File: src/rtl/seq_datapath.sv
// Parametrised bus datapath: GPRs, special registers, combinational ALU into Z and a
// multi-cycle unsigned multiply/divide engine. Divider built only with SEQ_DATAPATH_DIV_EN.
//
// state | meaning
// IDLE  | engine free; Z writable from the ALU; start accepted
// RUN   | one multiply/divide step per cycle; engine owns Z
module seq_datapath #(
    parameter int DATA_W   = 32,
    parameter int NUM_REGS = 16
) (
    input  logic                clock,
    input  logic                clear,
    input  logic [NUM_REGS-1:0] Rin,
    input  logic [NUM_REGS-1:0] Rout,
    input  logic                PCin,
    input  logic                PCout,
    input  logic                IRin,
    input  logic                IRout,
    input  logic                Yin,
    input  logic                Yout,
    input  logic                MARin,
    input  logic                MDRin,
    input  logic                MDRout,
    input  logic                HIin,
    input  logic                HIout,
    input  logic                LOin,
    input  logic                LOout,
    input  logic                Zlowin,
    input  logic                Zhighin,
    input  logic                Zlowout,
    input  logic                Zhighout,
    input  logic                Read,
    input  logic [DATA_W-1:0]   Mdatain,
    input  logic [3:0]          ALUop,
    input  logic                MulDivStart,
    input  logic                MulDivOp,
    output logic                Busy,
    output logic                Done,
    output logic                BusConflict,
    output logic [DATA_W-1:0]   BusMuxOut,
    output logic [DATA_W-1:0]   MARaddr
);
    localparam int SH_W  = $clog2(DATA_W);
    localparam int CNT_W = $clog2(DATA_W);
    localparam logic [CNT_W-1:0] LAST_STEP = CNT_W'(DATA_W - 1);

    typedef enum logic {IDLE, RUN} state_t;

    logic [DATA_W-1:0] gpr [NUM_REGS];
    logic [DATA_W-1:0] pc, ir, y, mar, mdr, hi, lo, zlow, zhigh;
    logic [DATA_W-1:0] bus_or;

    state_t              state;
    logic [CNT_W-1:0]    cnt;
    logic [2*DATA_W-1:0] acc;
    logic [DATA_W-1:0]   opnd_b;
    logic [2*DATA_W-1:0] step_next;
    logic                start_ok;

    always_comb begin
        bus_or = '0;
        for (int i = 0; i < NUM_REGS; i++)
            if (Rout[i]) bus_or = bus_or | gpr[i];
        if (PCout)    bus_or = bus_or | pc;
        if (IRout)    bus_or = bus_or | ir;
        if (Yout)     bus_or = bus_or | y;
        if (MDRout)   bus_or = bus_or | mdr;
        if (HIout)    bus_or = bus_or | hi;
        if (LOout)    bus_or = bus_or | lo;
        if (Zlowout)  bus_or = bus_or | zlow;
        if (Zhighout) bus_or = bus_or | zhigh;
    end

    assign BusMuxOut   = bus_or;
    assign BusConflict = ($countones({Rout, PCout, IRout, Yout, MDRout, HIout, LOout,
                                      Zlowout, Zhighout}) > 1);
    assign MARaddr     = mar;

    always_ff @(posedge clock or negedge clear) begin
        if (!clear) begin
            for (int i = 0; i < NUM_REGS; i++) gpr[i] <= '0;
            pc  <= '0;
            ir  <= '0;
            y   <= '0;
            mar <= '0;
            mdr <= '0;
            hi  <= '0;
            lo  <= '0;
        end else begin
            for (int i = 0; i < NUM_REGS; i++)
                if (Rin[i]) gpr[i] <= bus_or;
            if (PCin)  pc  <= bus_or;
            if (IRin)  ir  <= bus_or;
            if (Yin)   y   <= bus_or;
            if (MARin) mar <= bus_or;
            if (HIin)  hi  <= bus_or;
            if (LOin)  lo  <= bus_or;
            if (MDRin) mdr <= Read ? Mdatain : bus_or;
        end
    end

    // ALU: A = Y, B = bus; the high half of the result is always zero
    logic [SH_W-1:0]     sh;
    logic [2*DATA_W-1:0] rol_t, ror_t;
    logic [DATA_W-1:0]   alu_lo, alu_hi;

    assign sh     = bus_or[SH_W-1:0];
    assign rol_t  = {y, y} << sh;
    assign ror_t  = {y, y} >> sh;
    assign alu_hi = '0;

    always_comb begin
        alu_lo = '0;
        case (ALUop)
            4'd0:    alu_lo = y + bus_or;
            4'd1:    alu_lo = y - bus_or;
            4'd2:    alu_lo = y & bus_or;
            4'd3:    alu_lo = y | bus_or;
            4'd4:    alu_lo = y << sh;
            4'd5:    alu_lo = y >> sh;
            4'd6:    alu_lo = $unsigned($signed(y) >>> sh);
            4'd7:    alu_lo = rol_t[2*DATA_W-1:DATA_W];
            4'd8:    alu_lo = ror_t[DATA_W-1:0];
            4'd9:    alu_lo = '0 - bus_or;
            4'd10:   alu_lo = ~bus_or;
            default: alu_lo = '0;
        endcase
    end

    // Shift-add multiply: acc = {partial product, remaining multiplier bits}
    logic [DATA_W:0]     mul_sum;
    logic [2*DATA_W-1:0] mul_next;

    assign mul_sum  = {1'b0, acc[2*DATA_W-1:DATA_W]} + (acc[0] ? {1'b0, opnd_b} : '0);
    assign mul_next = {mul_sum, acc[DATA_W-1:1]};

`ifdef SEQ_DATAPATH_DIV_EN
    // Restoring divide: acc = {remainder, dividend bits shifting into quotient}
    logic              op_div;
    logic              div_zero;
    logic [DATA_W:0]   rem_shift, trial;
    logic [2*DATA_W-1:0] div_next;

    assign rem_shift = {acc[2*DATA_W-1:DATA_W], acc[DATA_W-1]};
    assign trial     = rem_shift - {1'b0, opnd_b};
    assign div_next  = trial[DATA_W] ? {rem_shift[DATA_W-1:0], acc[DATA_W-2:0], 1'b0}
                                     : {trial[DATA_W-1:0],     acc[DATA_W-2:0], 1'b1};
    assign step_next = op_div ? div_next : mul_next;
    assign start_ok  = MulDivStart;
`else
    assign step_next = mul_next;
    assign start_ok  = MulDivStart & ~MulDivOp;
`endif

    always_ff @(posedge clock or negedge clear) begin
        if (!clear) begin
            state  <= IDLE;
            cnt    <= '0;
            acc    <= '0;
            opnd_b <= '0;
            zlow   <= '0;
            zhigh  <= '0;
            Busy   <= 1'b0;
            Done   <= 1'b0;
`ifdef SEQ_DATAPATH_DIV_EN
            op_div   <= 1'b0;
            div_zero <= 1'b0;
`endif
        end else begin
            Done <= 1'b0;
            case (state)
                IDLE: begin
                    if (Zlowin)  zlow  <= alu_lo;
                    if (Zhighin) zhigh <= alu_hi;
                    if (start_ok) begin
                        state  <= RUN;
                        Busy   <= 1'b1;
                        cnt    <= '0;
                        opnd_b <= bus_or;
                        acc    <= {{DATA_W{1'b0}}, y};
`ifdef SEQ_DATAPATH_DIV_EN
                        op_div   <= MulDivOp;
                        div_zero <= MulDivOp && (bus_or == '0);
`endif
                    end
                end
                RUN: begin
                    acc <= step_next;
                    cnt <= cnt + 1'b1;
                    if (cnt == LAST_STEP) begin
                        zhigh <= step_next[2*DATA_W-1:DATA_W];
                        zlow  <= step_next[DATA_W-1:0];
                        state <= IDLE;
                        Busy  <= 1'b0;
                        Done  <= 1'b1;
                    end
`ifdef SEQ_DATAPATH_DIV_EN
                    if (div_zero) begin
                        zlow  <= '1;
                        zhigh <= acc[DATA_W-1:0];
                        state <= IDLE;
                        Busy  <= 1'b0;
                        Done  <= 1'b1;
                    end
`endif
                end
                default: state <= IDLE;
            endcase
        end
    end
endmodule

File: config.mk
export PLATFORM = sky130hd
export DESIGN_NAME = seq_datapath
export DESIGN_NICKNAME = d
export VERILOG_FILES = /design/src/rtl/seq_datapath.sv
export SDC_FILE = /design/constraint.sdc
export NUM_CORES = 2
export LEC_CHECK = 0
export CORE_ASPECT_RATIO = 0.75
export CORE_MARGIN = 2
export CORE_UTILIZATION = 62
export CTS_CLUSTER_DIAMETER = 120
export DETAILED_ROUTE_END_ITERATION = 7
export MAX_ROUTING_LAYER = met4
export PLACE_DENSITY_LB_ADDON = 0.2
export SETUP_SLACK_MARGIN = 0.05
export SYNTH_ARGS = -nofsm -noshare
export SYNTH_HDL_FRONTEND = slang
export SYNTH_SLANG_ARGS = --single-unit
File: constraint.sdc
create_clock -name clock -period 9.3 [get_ports clock]
set_input_delay 2.325 -clock clock [delete_from_list [all_inputs] [get_ports clock]]
set_output_delay 2.325 -clock clock [all_outputs]
set_load 0.01 [all_outputs]
==> impl_results.md <==
* Outcome: complete, but fails checks
* Failing checks: design-rule violations
* Crit path capture type: primary output
* Via count at around 50k
* Crit path kind: input pin to primary output
* Layout cells sized above 1 at 8.66%
* Post-route setup slack at ~0.42 ns
* Worst reg-to-reg setup slack at between 3 and 4 ns
* CTS buffer count at between 80 and 90
* Final-report hold violation count at 0
* Number of enable flip-flop cells after synthesis at 0
* Rel. slew slack at 3.59%
* Htree depth at 3
* Reg2reg start: y[11]
* Internal cell power at 7.39 mW
* Hold WC Path Type: flop to flop
* Leakage at 21.2 nW
* Slowest CP cell: fa_1
* Slew Limit Fails at 0
* Nets at 5,770
* Fmax at roughly 110 MHz
* Area after DPL at around 52,000 um^2
* Die Span Y at 249 um
* Yosys warning count at 0
* Ys async rst share at 100%
* Pre-CTS WS at 0.236 ns
* Iteration-0 DRC count of the detailed router at 8,494
* Syn Std Cell Area at roughly 50,000 um^2
* Drt drc at 3
* DP Wirelength at about 150,000 um
* Final worst-path cycle share at between 90 and 100%
* Worst-margin pin slew at 1.41 ns
* Clock transition at path regs at about 0.070 ns
* Number of setup buffers added after CTS at 0
* Syn_nets at 5,836
* Area of the multi-input gates at 24,800 um^2
* Area of the core at approximately 79,000 um^2
* CP Cell Sequence: buf_2 -> inv_1 -> fa_1 -> fa_1 -> fa_1 -> fa_1 -> fa_1 -> inv_1 -> ha_1 -> fa_1 -> nor4_2 -> nand2_1 -> dlymetal6s2s_1
* Worst reg-to-reg path cell count at 15
* Synth Area per Inst at just under 9 um^2
* # rows at 89
* Switching Share at 35.1%
* Skew final at 0.0422 ns
* Synth cell types at 94
* Critical-path maximum fanout at 2
* Clock Path Buffers at 3
* Register area at between 20,000 and 25,000 um^2
* DIE AREA at roughly 80,000 um^2
* Maximum cell stage delay along the critical path at 0.60 ns
* Clk sink count at roughly 900
* CP Data Required Time at between 6 and 7 ns
* RR Endpoint: zlow[24]
* Post-cts sizing count at 0
* Post-route core utilization at 69.4%
* Clk_lat worst skew at 0.68 ns
* Post-route cell area at 54,800 um^2
* Filler Cells Inserted at 5,920
* GR Overflow Total at 0
* Initial antenna violation count at 16
* Maximum number of pins on one net before global-route repair at 191
* Hold Path Cell Cnt at 2
* Initial Utilization at 62.8%
* 1st-pass router iterations at 8
* Hold Crit Start: acc[40]
* Hold path endpoint: acc[40]
* Port Buffers at approximately 160
* Register share of total power at 40.5%
* Crit path DAT at 6.55 ns
* Boundary pin count at ~160
* Antenna-violating nets left at 0
* Comb power frac at between 20% and 30%
* Max cap viols at 0
* Most frequent CP cell: fa_1
* #FFs+latches synth at 904
* Total Wirelength at between 200,000 and 250,000 um
* Sequential area share after synthesis at 45.6%
* Global-route wire length before repair at about 310,000 um
* Routability cong. at 1.14
* Critical path launch point type: input pin
* Clock Power Share at 32.0%
* CTS tree: yes
* RSZ-0062 raised after global routing: false
* Post-Layout Cell Count at 6,647
* Net switching power at approximately 4 mW
* Vias in the first global route at roughly 46k
* Area Overhead vs Synth at 10.5%
* Gr usage total at 54.0%
* Final setup TNS at 0 ns
* Placed cells at 6,480
* Final setup viols at 0
* Top FF cell, synth: dfrtp_1
* Hold buffers post-CTS at 0
* Vias/cell at 7.46
* VDD IR max at 0.284 mV
* Root buffer cell: clkbuf_16
* WL per Instance at 32.9 um
* Syn Inst Count at 5,587
* Final min period at between 8 and 9 ns
* PwrDens at 208 nW/um^2
* Die width at 330 um
==> metrics by stage <==
stage               total power, mW  hold WS (ns)
floorplan                      6.50         0.439
global placement               7.52         0.466
detailed placement             7.61         0.470
CTS                            11.2         0.491
global route                   11.8         0.500
finish                         11.4         0.489
==> synthesized netlist by cell type, drive strengths merged, types with 10 or more instances <==
library cell	n	share of area, %
a22o	43	0.76
and2	47	0.59
o2111ai	10	0.18
or3	10	0.13
a22oi	355	5.4
mux2	37	0.84
a211oi	37	0.56
nand4	80	1.0
mux2i	204	4.2
o21a	12	0.18
nand3	78	0.79
a2111oi	17	0.33
clkbuf	350	2.7
nand2	358	2.7
o221ai	17	0.31
and3	13	0.16
nor3	65	0.68
nor4	11	0.14
o21ai	212	2.1
o21bai	14	0.21
buf	124	1.2
o211ai	21	0.33
a221oi	77	1.4
a31oi	29	0.37
a21o	46	0.70
inv	112	0.85
xnor2	39	0.69
a21oi	931	9.4
fa	20	0.81
nor2	947	7.2
o22ai	22	0.29
ha	139	3.5
xor2	32	0.57
dfrtp	904	46
o31ai	10	0.15
nor2b	15	0.19
nand2b	17	0.21
==> critical path, delay by kind of cell <==
kind | cells | cell delay, ns
buf+inv | 4 | 0.54
fa+ha+maj | 7 | 3.24
simple gates | 2 | 0.43
==> logic make-up after synthesis <==
logic type / count (synthesis) / synth area share (%)
multiplexers: 242 / 5.12
XOR/XNOR: 71 / 1.25
adder cells (fa/ha/maj): 159 / 4.32
AO/OA/AOI/OAI: 1954 / 24.7
AND/OR/NAND/NOR: 1669 / 14.3
buffers and inverters: 588 / 4.73
flip-flops: 904 / 45.6
==> worst max path at each step <==
| stage | end | slack [ns] | startpoint | cells after the start |
|---|---|---|---|---|
| finish | BusConflict | 0.42 | Rout[5] | 13 |
| global placement | BusConflict | 0.16 | LOout | 15 |
| floorplan | BusConflict | 0.43 | Rout[5] | 14 |
| global route | BusConflict | 0.29 | Rout[5] | 13 |
| detailed placement | BusConflict | 0.24 | IRout | 15 |
| CTS | BusConflict | 0.19 | IRout | 15 |
==> routing by layer <==
metal	track usage [%]	share of wire, %
met1	73.0	37
met2	66.3	38
met3	26.2	19
met4	26.8	6.8
met5	-	0
==> layout make-up <==
class	instances	share of cell area (%)
Multi-Input combinational cell	4095	45.4
Timing Repair Buffer	321	4.83
Inverter	114	0.786
Antenna cell	14	0.0640
Clock inverter	32	0.697
Tap cell	1046	2.39
Sequential cell	904	41.3
Clock buffer	121	4.55
==> cell usage in the layout, fill, tap and decap left out, types with 108 or more instances in the layout <==
master / n
a21oi_1: 927
a22oi_1: 351
buf_4: 159
dfrtp_1: 903
ha_1: 139
inv_1: 108
mux2i_1: 198
nand2_1: 358
nor2_1: 938
o21ai_0: 204
==> power groups by stage <==
stage	clock network (mW)	logic (mW)	registers [mW]
after floorplan	0	2.01	4.49
after global placement	0	2.88	4.65
after detailed placement	0	2.95	4.66
after CTS	3.63	2.98	4.59
after global routing	3.79	3.36	4.62
final	3.65	3.13	4.62
==> state kept, by name, indices dropped and copies added (netlist names) <==
| register | cells |
|---|---|
| gpr | 512 |
| acc | 64 |
| MARaddr | 32 |
| hi | 32 |
| ir | 32 |
| lo | 32 |
| mdr | 32 |
| opnd_b | 32 |
| pc | 32 |
| y | 32 |
| zhigh | 32 |
| zlow | 32 |
| cnt | 5 |
| Busy | 1 |
| Done | 1 |
| state | 1 |
No activity file was read; power rests on OpenSTA's default activity.
